===== config.mk =====
export PLATFORM = sky130hd
export DESIGN_NAME = spi_slave_ctrl_flat
export DESIGN_NICKNAME = d
export VERILOG_FILES = /design/src/rtl/spi_slave_ctrl_pkg.sv /design/src/rtl/spi_slave_ctrl_if.sv /design/src/rtl/spi_slave_ctrl_bit_counter.sv /design/src/rtl/spi_slave_ctrl.sv /design/src/flat_wrapper.sv
export SDC_FILE = /design/constraint.sdc
export NUM_CORES = 1
export LEC_CHECK = 0
export CAP_MARGIN = 20
export CELL_PAD_IN_SITES_DETAIL_PLACEMENT = 1
export CELL_PAD_IN_SITES_GLOBAL_PLACEMENT = 2
export CORE_MARGIN = 2
export CORE_UTILIZATION = 34
export DETAILED_ROUTE_END_ITERATION = 10
export PLACE_DENSITY = 0.85
export SYNTH_ARGS = -nofsm -noshare
export SYNTH_HDL_FRONTEND = slang
export SYNTH_HIERARCHICAL = 1
export SYNTH_SLANG_ARGS = --single-unit
export TNS_END_PERCENT = 5

===== constraint.sdc =====
create_clock -name clk -period 3.5 [get_ports clk]
set_input_delay 0.7 -clock clk [delete_from_list [all_inputs] [get_ports clk]]
set_output_delay 0.7 -clock clk [all_outputs]
set_load 0.05 [all_outputs]

===== src/rtl/spi_slave_ctrl_pkg.sv =====
// Shared encodings for the SPI slave control path: FSM states, chip-select
// polarity and the R/W bit meaning.
package spi_slave_ctrl_pkg;

  typedef enum logic [2:0] {
    ST_IDLE      = 3'd0,
    ST_CMD       = 3'd1,
    ST_RD_LOAD   = 3'd2,
    ST_RD_SHIFT  = 3'd3,
    ST_WR_SHIFT  = 3'd4,
    ST_WR_COMMIT = 3'd5,
    ST_WR_INC    = 3'd6,
    ST_DONE      = 3'd7
  } state_e;

  localparam logic CSON     = 1'b0;
  localparam logic CSOFF    = 1'b1;
  localparam logic RW_READ  = 1'b1;
  localparam logic RW_WRITE = 1'b0;

  function automatic int max2(input int a, input int b);
    return (a > b) ? a : b;
  endfunction

endpackage


===== src/rtl/spi_slave_ctrl_if.sv =====
// Conditioned SPI inputs and datapath control strobes between the
// input conditioner / datapath (master side) and the control FSM (slave side).
interface spi_slave_ctrl_if;
  logic cs;
  logic sclk_rise;
  logic sclk_fall;
  logic mosi;
  logic sr_shift;
  logic sr_load;
  logic addr_we;
  logic addr_inc;
  logic dm_we;
  logic miso_oe;
  logic rw;
  logic busy;

  modport master (
    output cs, sclk_rise, sclk_fall, mosi,
    input  sr_shift, sr_load, addr_we, addr_inc, dm_we, miso_oe, rw, busy
  );

  modport slave (
    input  cs, sclk_rise, sclk_fall, mosi,
    output sr_shift, sr_load, addr_we, addr_inc, dm_we, miso_oe, rw, busy
  );
endinterface


===== src/rtl/spi_slave_ctrl_bit_counter.sv =====
// Bit counter with a fixed terminal value; tc fires with the increment that
// completes TERM bits and the count returns to zero on that same edge.
module spi_bit_counter #(
  parameter int W    = 4,
  parameter int TERM = 8
) (
  input  logic clk,
  input  logic rst_n,
  input  logic inc,
  input  logic clr,
  output logic tc
);
  logic [W-1:0] cnt_q, cnt_d;

  assign tc = inc && !clr && (cnt_q == W'(TERM - 1));

  always_comb begin
    cnt_d = cnt_q;
    if (clr || tc)
      cnt_d = '0;
    else if (inc)
      cnt_d = cnt_q + 1'b1;
  end

  always_ff @(posedge clk) begin
    if (!rst_n) cnt_q <= '0;
    else        cnt_q <= cnt_d;
  end
endmodule


===== src/rtl/spi_slave_ctrl.sv =====
// Control FSM for the SPI slave datapath: command (address + R/W) phase,
// then read or write data phases with optional burst address increment.
module spi_slave_ctrl
  import spi_slave_ctrl_pkg::*;
#(
  parameter int ADDR_BITS = 7,
  parameter int DATA_BITS = 8,
  parameter int BURST     = 1
) (
  input  logic             clk,
  input  logic             rst_n,
  spi_slave_ctrl_if.slave  bus
);
  localparam int CNT_W = $clog2(max2(ADDR_BITS + 1, DATA_BITS) + 1);

  state_e state_q, state_d;
  logic sr_shift_q, sr_shift_d;
  logic sr_load_q,  sr_load_d;
  logic addr_we_q,  addr_we_d;
  logic addr_inc_q, addr_inc_d;
  logic dm_we_q,    dm_we_d;
  logic miso_oe_q,  miso_oe_d;
  logic rw_q,       rw_d;

  logic cs_off;
  logic cmd_inc, cmd_clr, cmd_tc;
  logic dat_inc, dat_clr, dat_tc;

  assign cs_off = (bus.cs == CSOFF);

  // Command and data phases count against different terminals, so each
  // gets its own counter; each is held clear outside its own phase.
  assign cmd_inc = !cs_off && (state_q == ST_CMD) && bus.sclk_rise;
  assign cmd_clr = cs_off || (state_q != ST_CMD);
  assign dat_inc = !cs_off &&
                   (((state_q == ST_RD_SHIFT) && bus.sclk_fall) ||
                    ((state_q == ST_WR_SHIFT) && bus.sclk_rise));
  assign dat_clr = cs_off ||
                   !((state_q == ST_RD_SHIFT) || (state_q == ST_WR_SHIFT));

  spi_bit_counter #(.W(CNT_W), .TERM(ADDR_BITS + 1)) u_cmd_cnt (
    .clk(clk), .rst_n(rst_n), .inc(cmd_inc), .clr(cmd_clr), .tc(cmd_tc)
  );

  spi_bit_counter #(.W(CNT_W), .TERM(DATA_BITS)) u_dat_cnt (
    .clk(clk), .rst_n(rst_n), .inc(dat_inc), .clr(dat_clr), .tc(dat_tc)
  );

  always_comb begin
    state_d    = state_q;
    sr_shift_d = 1'b0;
    sr_load_d  = 1'b0;
    addr_we_d  = 1'b0;
    addr_inc_d = 1'b0;
    dm_we_d    = 1'b0;
    miso_oe_d  = miso_oe_q;
    rw_d       = rw_q;
    if (cs_off) begin
      state_d   = ST_IDLE;
      miso_oe_d = 1'b0;
      rw_d      = 1'b0;
    end else begin
      unique case (state_q)
        ST_IDLE: state_d = ST_CMD;
        ST_CMD: begin
          sr_shift_d = bus.sclk_rise;
          if (cmd_tc) begin
            rw_d      = bus.mosi;
            addr_we_d = 1'b1;
            state_d   = (bus.mosi == RW_READ) ? ST_RD_LOAD : ST_WR_SHIFT;
          end
        end
        // Address latch is written this cycle; memory data is ready next.
        ST_RD_LOAD: begin
          sr_load_d = 1'b1;
          miso_oe_d = 1'b1;
          state_d   = ST_RD_SHIFT;
        end
        ST_RD_SHIFT: begin
          sr_shift_d = bus.sclk_fall;
          if (dat_tc) begin
            if (BURST != 0) begin
              addr_inc_d = 1'b1;
              state_d    = ST_RD_LOAD;
            end else begin
              state_d    = ST_DONE;
            end
          end
        end
        ST_WR_SHIFT: begin
          sr_shift_d = bus.sclk_rise;
          if (dat_tc) begin
            dm_we_d = 1'b1;
            state_d = ST_WR_COMMIT;
          end
        end
        // dm_we is high here; increment only after the write has landed.
        ST_WR_COMMIT: begin
          if (BURST != 0) begin
            addr_inc_d = 1'b1;
            state_d    = ST_WR_INC;
          end else begin
            state_d    = ST_DONE;
          end
        end
        ST_WR_INC: state_d = ST_WR_SHIFT;
        ST_DONE:   state_d = ST_DONE;
        default:   state_d = ST_IDLE;
      endcase
    end
  end

  always_ff @(posedge clk) begin
    if (!rst_n) begin
      state_q    <= ST_IDLE;
      sr_shift_q <= 1'b0;
      sr_load_q  <= 1'b0;
      addr_we_q  <= 1'b0;
      addr_inc_q <= 1'b0;
      dm_we_q    <= 1'b0;
      miso_oe_q  <= 1'b0;
      rw_q       <= 1'b0;
    end else begin
      state_q    <= state_d;
      sr_shift_q <= sr_shift_d;
      sr_load_q  <= sr_load_d;
      addr_we_q  <= addr_we_d;
      addr_inc_q <= addr_inc_d;
      dm_we_q    <= dm_we_d;
      miso_oe_q  <= miso_oe_d;
      rw_q       <= rw_d;
    end
  end

  assign bus.sr_shift = sr_shift_q;
  assign bus.sr_load  = sr_load_q;
  assign bus.addr_we  = addr_we_q;
  assign bus.addr_inc = addr_inc_q;
  assign bus.dm_we    = dm_we_q;
  assign bus.miso_oe  = miso_oe_q;
  assign bus.rw       = rw_q;
  assign bus.busy     = (state_q != ST_IDLE);
endmodule

===== src/flat_wrapper.sv =====
// flat-port wrapper written by rule: the top's interface ports become plain ports
module spi_slave_ctrl_flat import spi_slave_ctrl_pkg::*;
#(
  parameter int ADDR_BITS = 7,
  parameter int DATA_BITS = 8,
  parameter int BURST     = 1
)
  (clk, rst_n, bus_cs, bus_sclk_rise, bus_sclk_fall, bus_mosi, bus_sr_shift, bus_sr_load, bus_addr_we, bus_addr_inc, bus_dm_we, bus_miso_oe, bus_rw, bus_busy);
  spi_slave_ctrl_if bus_i ();
  input  logic clk;
  input  logic rst_n;
  input wire logic [$bits(bus_i.cs)-1:0] bus_cs;
  input wire logic [$bits(bus_i.sclk_rise)-1:0] bus_sclk_rise;
  input wire logic [$bits(bus_i.sclk_fall)-1:0] bus_sclk_fall;
  input wire logic [$bits(bus_i.mosi)-1:0] bus_mosi;
  output wire logic [$bits(bus_i.sr_shift)-1:0] bus_sr_shift;
  output wire logic [$bits(bus_i.sr_load)-1:0] bus_sr_load;
  output wire logic [$bits(bus_i.addr_we)-1:0] bus_addr_we;
  output wire logic [$bits(bus_i.addr_inc)-1:0] bus_addr_inc;
  output wire logic [$bits(bus_i.dm_we)-1:0] bus_dm_we;
  output wire logic [$bits(bus_i.miso_oe)-1:0] bus_miso_oe;
  output wire logic [$bits(bus_i.rw)-1:0] bus_rw;
  output wire logic [$bits(bus_i.busy)-1:0] bus_busy;
  assign bus_i.cs = bus_cs;
  assign bus_i.sclk_rise = bus_sclk_rise;
  assign bus_i.sclk_fall = bus_sclk_fall;
  assign bus_i.mosi = bus_mosi;
  assign bus_sr_shift = bus_i.sr_shift;
  assign bus_sr_load = bus_i.sr_load;
  assign bus_addr_we = bus_i.addr_we;
  assign bus_addr_inc = bus_i.addr_inc;
  assign bus_dm_we = bus_i.dm_we;
  assign bus_miso_oe = bus_i.miso_oe;
  assign bus_rw = bus_i.rw;
  assign bus_busy = bus_i.busy;
  spi_slave_ctrl #(.ADDR_BITS(ADDR_BITS), .DATA_BITS(DATA_BITS), .BURST(BURST)) u_core (.clk(clk), .rst_n(rst_n), .bus(bus_i));
endmodule

# Word level (Yosys, flattened, before mapping)
# Cells that the tools add are included.
[word_totals] ff_bits=18 latchBits=0 ram_bits=0 rom_bits=0 input_bits=6 wordCells=67 mem_count=0
[op_classes] n_addsub=2 multipliers=0 div=0 n_lt_le_gt_ge=0 eq_ne=13 shift=0 muxes=10 bitwise_logic=3 n_reduce_logical=29
[op_table] operator="3-bit case mux with 8 select lines" count=1
[op_table] operator="3-bit == test, second input constant" count=4
[op_table] operator="3-bit 2-to-1 mux" count=4
[op_table] operator="1-bit logical AND" count=9
[op_table] operator="4-bit by 1-bit adder with 4-bit output, second input constant" count=2
[op_table] operator="4-bit by 3-bit == test with 1-bit output, second input constant" count=2
[op_table] operator="2-bit OR reduction" count=4
[op_table] operator="3-bit by 2-bit == test with 1-bit output, second input constant" count=2
[op_table] operator="1-bit logical OR" count=6
[op_table] operator="2-bit != test, second input constant" count=3
[op_table] operator="3-bit OR reduction" count=2
[op_table] operator="1-bit logical NOT" count=4
[op_table] operator="1-bit case mux with 2 select lines" count=2
[op_table] operator="3-bit by 1-bit == test with 1-bit output, second input constant" count=1
[op_table] operator="3-bit logical NOT" count=1
[op_table] operator="1-bit 2-to-1 mux" count=3
[op_table] operator="3-bit by 1-bit != test with 1-bit output, second input constant" count=1
[op_table] operator="1-bit NOT" count=3
[op_table] operator="3-bit AND reduction" count=1
[op_table] operator="3-bit nonzero test" count=1
[op_table] operator="2-bit AND reduction" count=1

# Longest topological paths before layout
[depth] depth_word=9 mapped_depth=9 depth_no_buf=8

# Modules after synthesis
# The synthesis kept the hierarchy.
[modules_own_cells] mod="spi_slave_ctrl" n_inst=1 cells_per_inst=56 area_each_um2=506.7 seq_area_each_um2=200.2
[modules_own_cells] mod="spi_bit_counter" n_inst=2 cells_per_inst=18 area_each_um2=187.7 seq_area_each_um2=80.1

# Worst setup path after synthesis
# No wires, ideal clock.
[synth_path] path_kind="in2reg" start="in bus_sclk_rise" end="reg u_core.rw_q, in the netlist u_core/bus.rw" setup_time_ps=116 arrival_time_ps=2178 required_ps=3384 path_slack_ps=1207 stages=7 path_buffers=0 cell_sequence="nor2b_1 -> nor3b_1 -> nand4b_1 -> nor2_1 -> and4bb_1 -> mux2i_1 -> nor2_1"
[synth_via] elab_chain_len=4
[synth_lines] item="start: declaration" line="flat_wrapper.sv:13" text="input wire logic [$bits(bus_i.sclk_rise)-1:0] bus_sclk_rise;"
[synth_lines] item="1-bit logical AND" line="spi_slave_ctrl.sv:33" text="assign cmd_inc = !cs_off && (state_q == ST_CMD) && bus.sclk_rise;"
[synth_lines] item="named net u_core.cmd_inc" line="spi_slave_ctrl.sv:26" text="logic cmd_inc, cmd_clr, cmd_tc;"
[synth_lines] item="1-bit logical AND (2 in series)" line="spi_slave_ctrl_bit_counter.sv:15" text="assign tc = inc && !clr && (cnt_q == W'(TERM - 1));"
[synth_lines] item="named net u_core.cmd_tc" line="spi_slave_ctrl.sv:26"
[synth_lines] item="2-bit AND reduction (no source line)"
[synth_lines] item="end signal: assignment" line="spi_slave_ctrl.sv:131" text="rw_q <= rw_d;"
[synth_lines] item="end: declaration" line="spi_slave_ctrl.sv:23" text="logic rw_q, rw_d;"
# The timed path passes the listed nets, and every way through them passes these cells.
# A chain may end at the register's enable or synchronous reset.

# Final worst setup path
[layout_path] start="in bus_sclk_rise" end="reg u_core.addr_inc_q, in the netlist u_core/bus.addr_inc"
[layout_via] elab_chain_len=7
[layout_lines] item="1-bit logical AND" line="spi_slave_ctrl.sv:37" text="((state_q == ST_WR_SHIFT) && bus.sclk_rise));"
[layout_lines] item="1-bit logical OR" line="spi_slave_ctrl.sv:36" text="(((state_q == ST_RD_SHIFT) && bus.sclk_fall) ||"
[layout_lines] item="1-bit logical AND" line="spi_slave_ctrl.sv:35" text="assign dat_inc = !cs_off &&"
[layout_lines] item="named net u_core.dat_inc" line="spi_slave_ctrl.sv:27" text="logic dat_inc, dat_clr, dat_tc;"
[layout_lines] item="1-bit logical AND (2 in series)" line="spi_slave_ctrl_bit_counter.sv:15"
[layout_lines] item="named net u_core.dat_tc" line="spi_slave_ctrl.sv:27"
[layout_lines] item="1-bit 2-to-1 mux" line="spi_slave_ctrl.sv:81" text="if (dat_tc) begin"
[layout_lines] item="1-bit case mux with 2 select lines" line="spi_slave_ctrl.sv:63" text="unique case (state_q)"
[layout_lines] item="end signal: assignment" line="spi_slave_ctrl.sv:128" text="addr_inc_q <= addr_inc_d;"
[layout_lines] item="end: declaration" line="spi_slave_ctrl.sv:20" text="logic addr_inc_q, addr_inc_d;"
# The timed path passes the listed nets, and every way through them passes these cells.

==> results summary <==
The flow ran to the end, and the final reports show no timing, DRC or antenna violations. The classification of the worst-slack hold path is reg2reg. The highest clock frequency the design can meet is 0.375 GHz. The arrival time of the worst setup path is around 2.9 ns. The placed instances occupy a cell area of between 1000 and 1500 µm². The filler cell count is between 200 and 300. The proportion of power drawn by combinational gates is about 6%. The number of flops mapped to enable cells by yosys came out at 0. On the worst path, the slowest cell contributes a delay of around 0.46 ns. The worst setup path is launched from a primary input. The CTS H-tree depth is 1. The signal on the critical path passes through clkdlybuf4s50_1, nor2b_1, nand3b_1, a21oi_1, nand4b_1, nor2_1, nand2_1, mux2_4, nor3b_2. The width of the chip came out at roughly 55 µm. The number of max-cap violations is 0. The placed wire-length estimate after detailed placement came out at 1.25 mm. Summed over all nets, the switching power comes to 0.0797 mW.

The highest ir drop seen on vdd is roughly 230 µV. The minimum clock period after layout is 2.67 ns. For the worst setup path, the data required time is approximately 3.7 ns. The core box area came out at between 2000 and 2500 µm².

The final critical-path share of the clock period came out at about three quarters. The routed length per placed instance is roughly 13 µm. The fraction of final layout cells sized beyond drive strength 1 is about an eighth.

The unique cell type count in the Yosys netlist is 33. The count of nets left with antenna violations after detail routing came out at 0. The die boundary height came out at around 55 µm.

After detailed routing, the met3 layer carries around 73 µm of wire. Summed over all nets, wire length on met2 after detailed routing comes to between 800 and 900 µm. The number of stages on the worst hold path is 2. The number of remaining DRC errors is 0. Synthesis produced a netlist with a net count of 100. The layout-stage area growth over the synthesis result came out at 19.7%. The count of input and output buffers is 13. Before antenna repair, the detailed router went through 4 iterations. The cell count after placement came out at ~130.

The number of rows created at floorplan is 18. Headroom to the max-slew limit came out at between 60% and 70%. In the synthesized netlist the dominant register cell turns out to be sky130_fd_sc_hd__dfxtp_1. After routing the design area is 1060 µm². The sink count of the clock tree came out at 18.

The final weighted congestion in routability-driven placement came out at just over 0.7. The final-report max-slew violation count came out at 0. The number of cells on the worst reg-to-reg path came out at 8. The clock group share of total power came out at a little over a third.

Global routing used a little over an eighth of the available tracks across all layers. The initial antenna violation count was 0. The category of the most critical setup path is in2reg. The flip-flop and latch count after synthesis came out at 18. The total clock buffers created by CTS came out at 3. The count of warnings emitted by yosys came out at 6. Setup repair after global routing left no endpoint under its margin. The final non-filler cell total came out at about 140. The total negative setup slack came out at 0 ns. The per-instance average area after synthesis came out at 9.59 µm². The number of setup buffers added after CTS is 0. Counting along the longest clock path gives a buffer depth of 2.

The part of the power in registers is between 50% and 60%. The areal power density over the cells came out at 341 nW/µm². The via count of the first global-routing pass came to about 620. The overflow left after global routing came out at 0. The clock transition at the registers of the reported paths came out at approximately 0.10 ns.

TritonCTS built the clock tree. The number of diodes is 0. The total wirelength of the detailed-routed design came out at 1.72 mm. The clock insertion delay at the later pin of the skew report came out at 0.30 ns.

The worst-margin pin slew is approximately 0.53 ns. The number of vias per cell came out at 4.99. The cell sitting at the root of the clock tree is a sky130_fd_sc_hd__clkbuf_4. The first global-routing pass estimated 2.77 mm of wire. For this block, wires on met1 add up to just under 800 µm.

The net count reported at finish is about 120. The hold buffer count at cts came out at 0. The highest layer touched by signal routing is met4. Pin placement for this block handled 14 I/O pins.

The share of synthesized area occupied by flip-flops and latches came out at between 40% and 50%. The largest net degree at the start of global routing is 15. The total setup violations reported at the end of the flow came out at 0. The initial core utilization is 35.6%. The switching part of the total came out at around 22%.

The number of DRC violations after detailed-routing iteration 0 came out at 2. In this run the worst path has a maximum fanout of 5. The count of final hold-check violations came out at 0.

The detailed-route via count came out at ~680. The post-CTS resize count is 0. The utilization after layout is a little over two fifths. The worst setup margin came out at 0.835 ns. In the synthesized netlist the async set-or-reset flop fraction comes to 0%.

The largest clock skew in the final design came out at 0.000659 ns. The floorplan die area is around 3000 µm². Synthesis handed over a netlist of between 90 and 100 instances. The setup slack at placement is 0.535 ns. Summed over all cells, the static leakage comes to around 0.37 nW. STA classifies the critical path endpoint as a flop. The standard cell with the maximum stage delay on the critical path is sky130_fd_sc_hd__a21oi_1. The post-synth design cell area is 882 µm².

The internal power of the cells came out at 0.280 mW.
[power by group through the flow]
stage	Combinational (mW)	Sequential (mW)	Clock, mW
after floorplan	0.0136	0.211	0
after global placement	0.0217	0.212	0
after detailed placement	0.0218	0.212	0
after CTS	0.0220	0.207	0.138
after global routing	0.0241	0.208	0.147
final	0.0217	0.207	0.131
[cell type report]
class,count,area (µm²),area share (%)
Multi-Input combinational cell,69,480,45.5
Inverter,1,3.75,0.355
Clock buffer,4,36.3,3.44
Timing Repair Buffer,14,138,13.0
Sequential cell,18,360,34.1
Tap cell,30,37.5,3.55
[kinds of logic after synthesis]
family,after synthesis,share of synthesized area (%)
buffers and inverters,5,4.68
AOI/OAI and AO/OA,9,5.96
adders and majority gates,2,2.84
muxes,5,6.24
DFF,18,40.9
and+or+nand+nor,47,33.5
xor gates and xnor gates,6,5.96
[cells in the mapped netlist (all sizes together) (3+ instances only)]
master	n	area [µm²]
dfxtp	18	360
a21oi	4	20.0
mux2i	4	40.0
buf	3	30.0
nor2	14	57.6
nor3b	4	45.1
nand3b	3	22.5
nand2b	4	27.5
xor2	4	35.0
nor2b	5	31.3
nand2	5	23.8
[worst max-delay path, delay by kind of cell]
| family | cells | cell delay [ns] |
|---|---|---|
| compound gates | 1 | 0.46 |
| mux | 1 | 0.29 |
| buf+inv | 1 | 0.44 |
| simple gates | 6 | 1.00 |
[metrics by stage]
step	total power, mW	hold WS, ns
3_3_place_gp	0.234	0.454
5_1_grt	0.379	0.536
6_report	0.360	0.497
4_1_cts	0.368	0.514
3_5_place_dp	0.234	0.481
2_1_floorplan	0.225	0.475
[cells in the final DEF (no fill, tap or decap), types with 2 or more instances in the layout]
master | netlist | layout
sky130_fd_sc_hd__a21o_1 | 2 | 2
sky130_fd_sc_hd__a21oi_1 | 4 | 4
sky130_fd_sc_hd__a31oi_1 | 2 | 2
sky130_fd_sc_hd__clkbuf_4 | 1 | 3
sky130_fd_sc_hd__clkdlybuf4s50_1 | 0 | 13
sky130_fd_sc_hd__dfxtp_1 | 18 | 18
sky130_fd_sc_hd__ha_1 | 2 | 2
sky130_fd_sc_hd__mux2i_1 | 4 | 4
sky130_fd_sc_hd__nand2_1 | 3 | 3
sky130_fd_sc_hd__nand2_2 | 2 | 2
sky130_fd_sc_hd__nand2b_1 | 3 | 3
sky130_fd_sc_hd__nand3b_1 | 3 | 3
sky130_fd_sc_hd__nand4_1 | 2 | 2
sky130_fd_sc_hd__nand4b_1 | 2 | 2
sky130_fd_sc_hd__nor2_1 | 12 | 12
sky130_fd_sc_hd__nor2_2 | 2 | 2
sky130_fd_sc_hd__nor2b_1 | 5 | 5
sky130_fd_sc_hd__nor3b_2 | 3 | 3
sky130_fd_sc_hd__or3_1 | 2 | 2
sky130_fd_sc_hd__xnor2_1 | 2 | 2
sky130_fd_sc_hd__xor2_1 | 4 | 4
[per-layer routing]
| layer | global-route usage, % | vias up |
|---|---|---|
| met5 | 0 | - |
| met4 | 6.10 | 0 |
| met3 | 5.65 | 5 |
| met2 | 20.2 | 10 |
| met1 | 16.8 | 321 |
| li1 | - | 342 |
[worst paths after layout]
kind | start | end | slack, ns
worst min register to register | u_core/bus.miso_oe$_SDFFE_PP0P_ | u_core/bus.miso_oe$_SDFFE_PP0P_ | 0.50
worst max register to register | u_core/state_q[1]$_SDFFE_PP0P_ | u_core/bus.addr_inc$_SDFF_PP0_ | 1.14
worst min-delay path | u_core/bus.miso_oe$_SDFFE_PP0P_ | u_core/bus.miso_oe$_SDFFE_PP0P_ | 0.50
worst max-delay path | bus_sclk_rise | u_core/bus.addr_inc$_SDFF_PP0_ | 0.83
[registers in the layout (all words and copies together), names as in the netlist]
name,flops
u_core/bus.sr_shift,1
u_core/bus.miso_oe,1
u_core/u_cmd_cnt/cnt_q,4
u_core/state_q,3
u_core/bus.addr_we,1
u_core/bus.rw,1
u_core/bus.sr_load,1
u_core/bus.addr_inc,1
u_core/bus.dm_we,1
u_core/u_dat_cnt/cnt_q,4
Power figures use the tool's default switching activity.
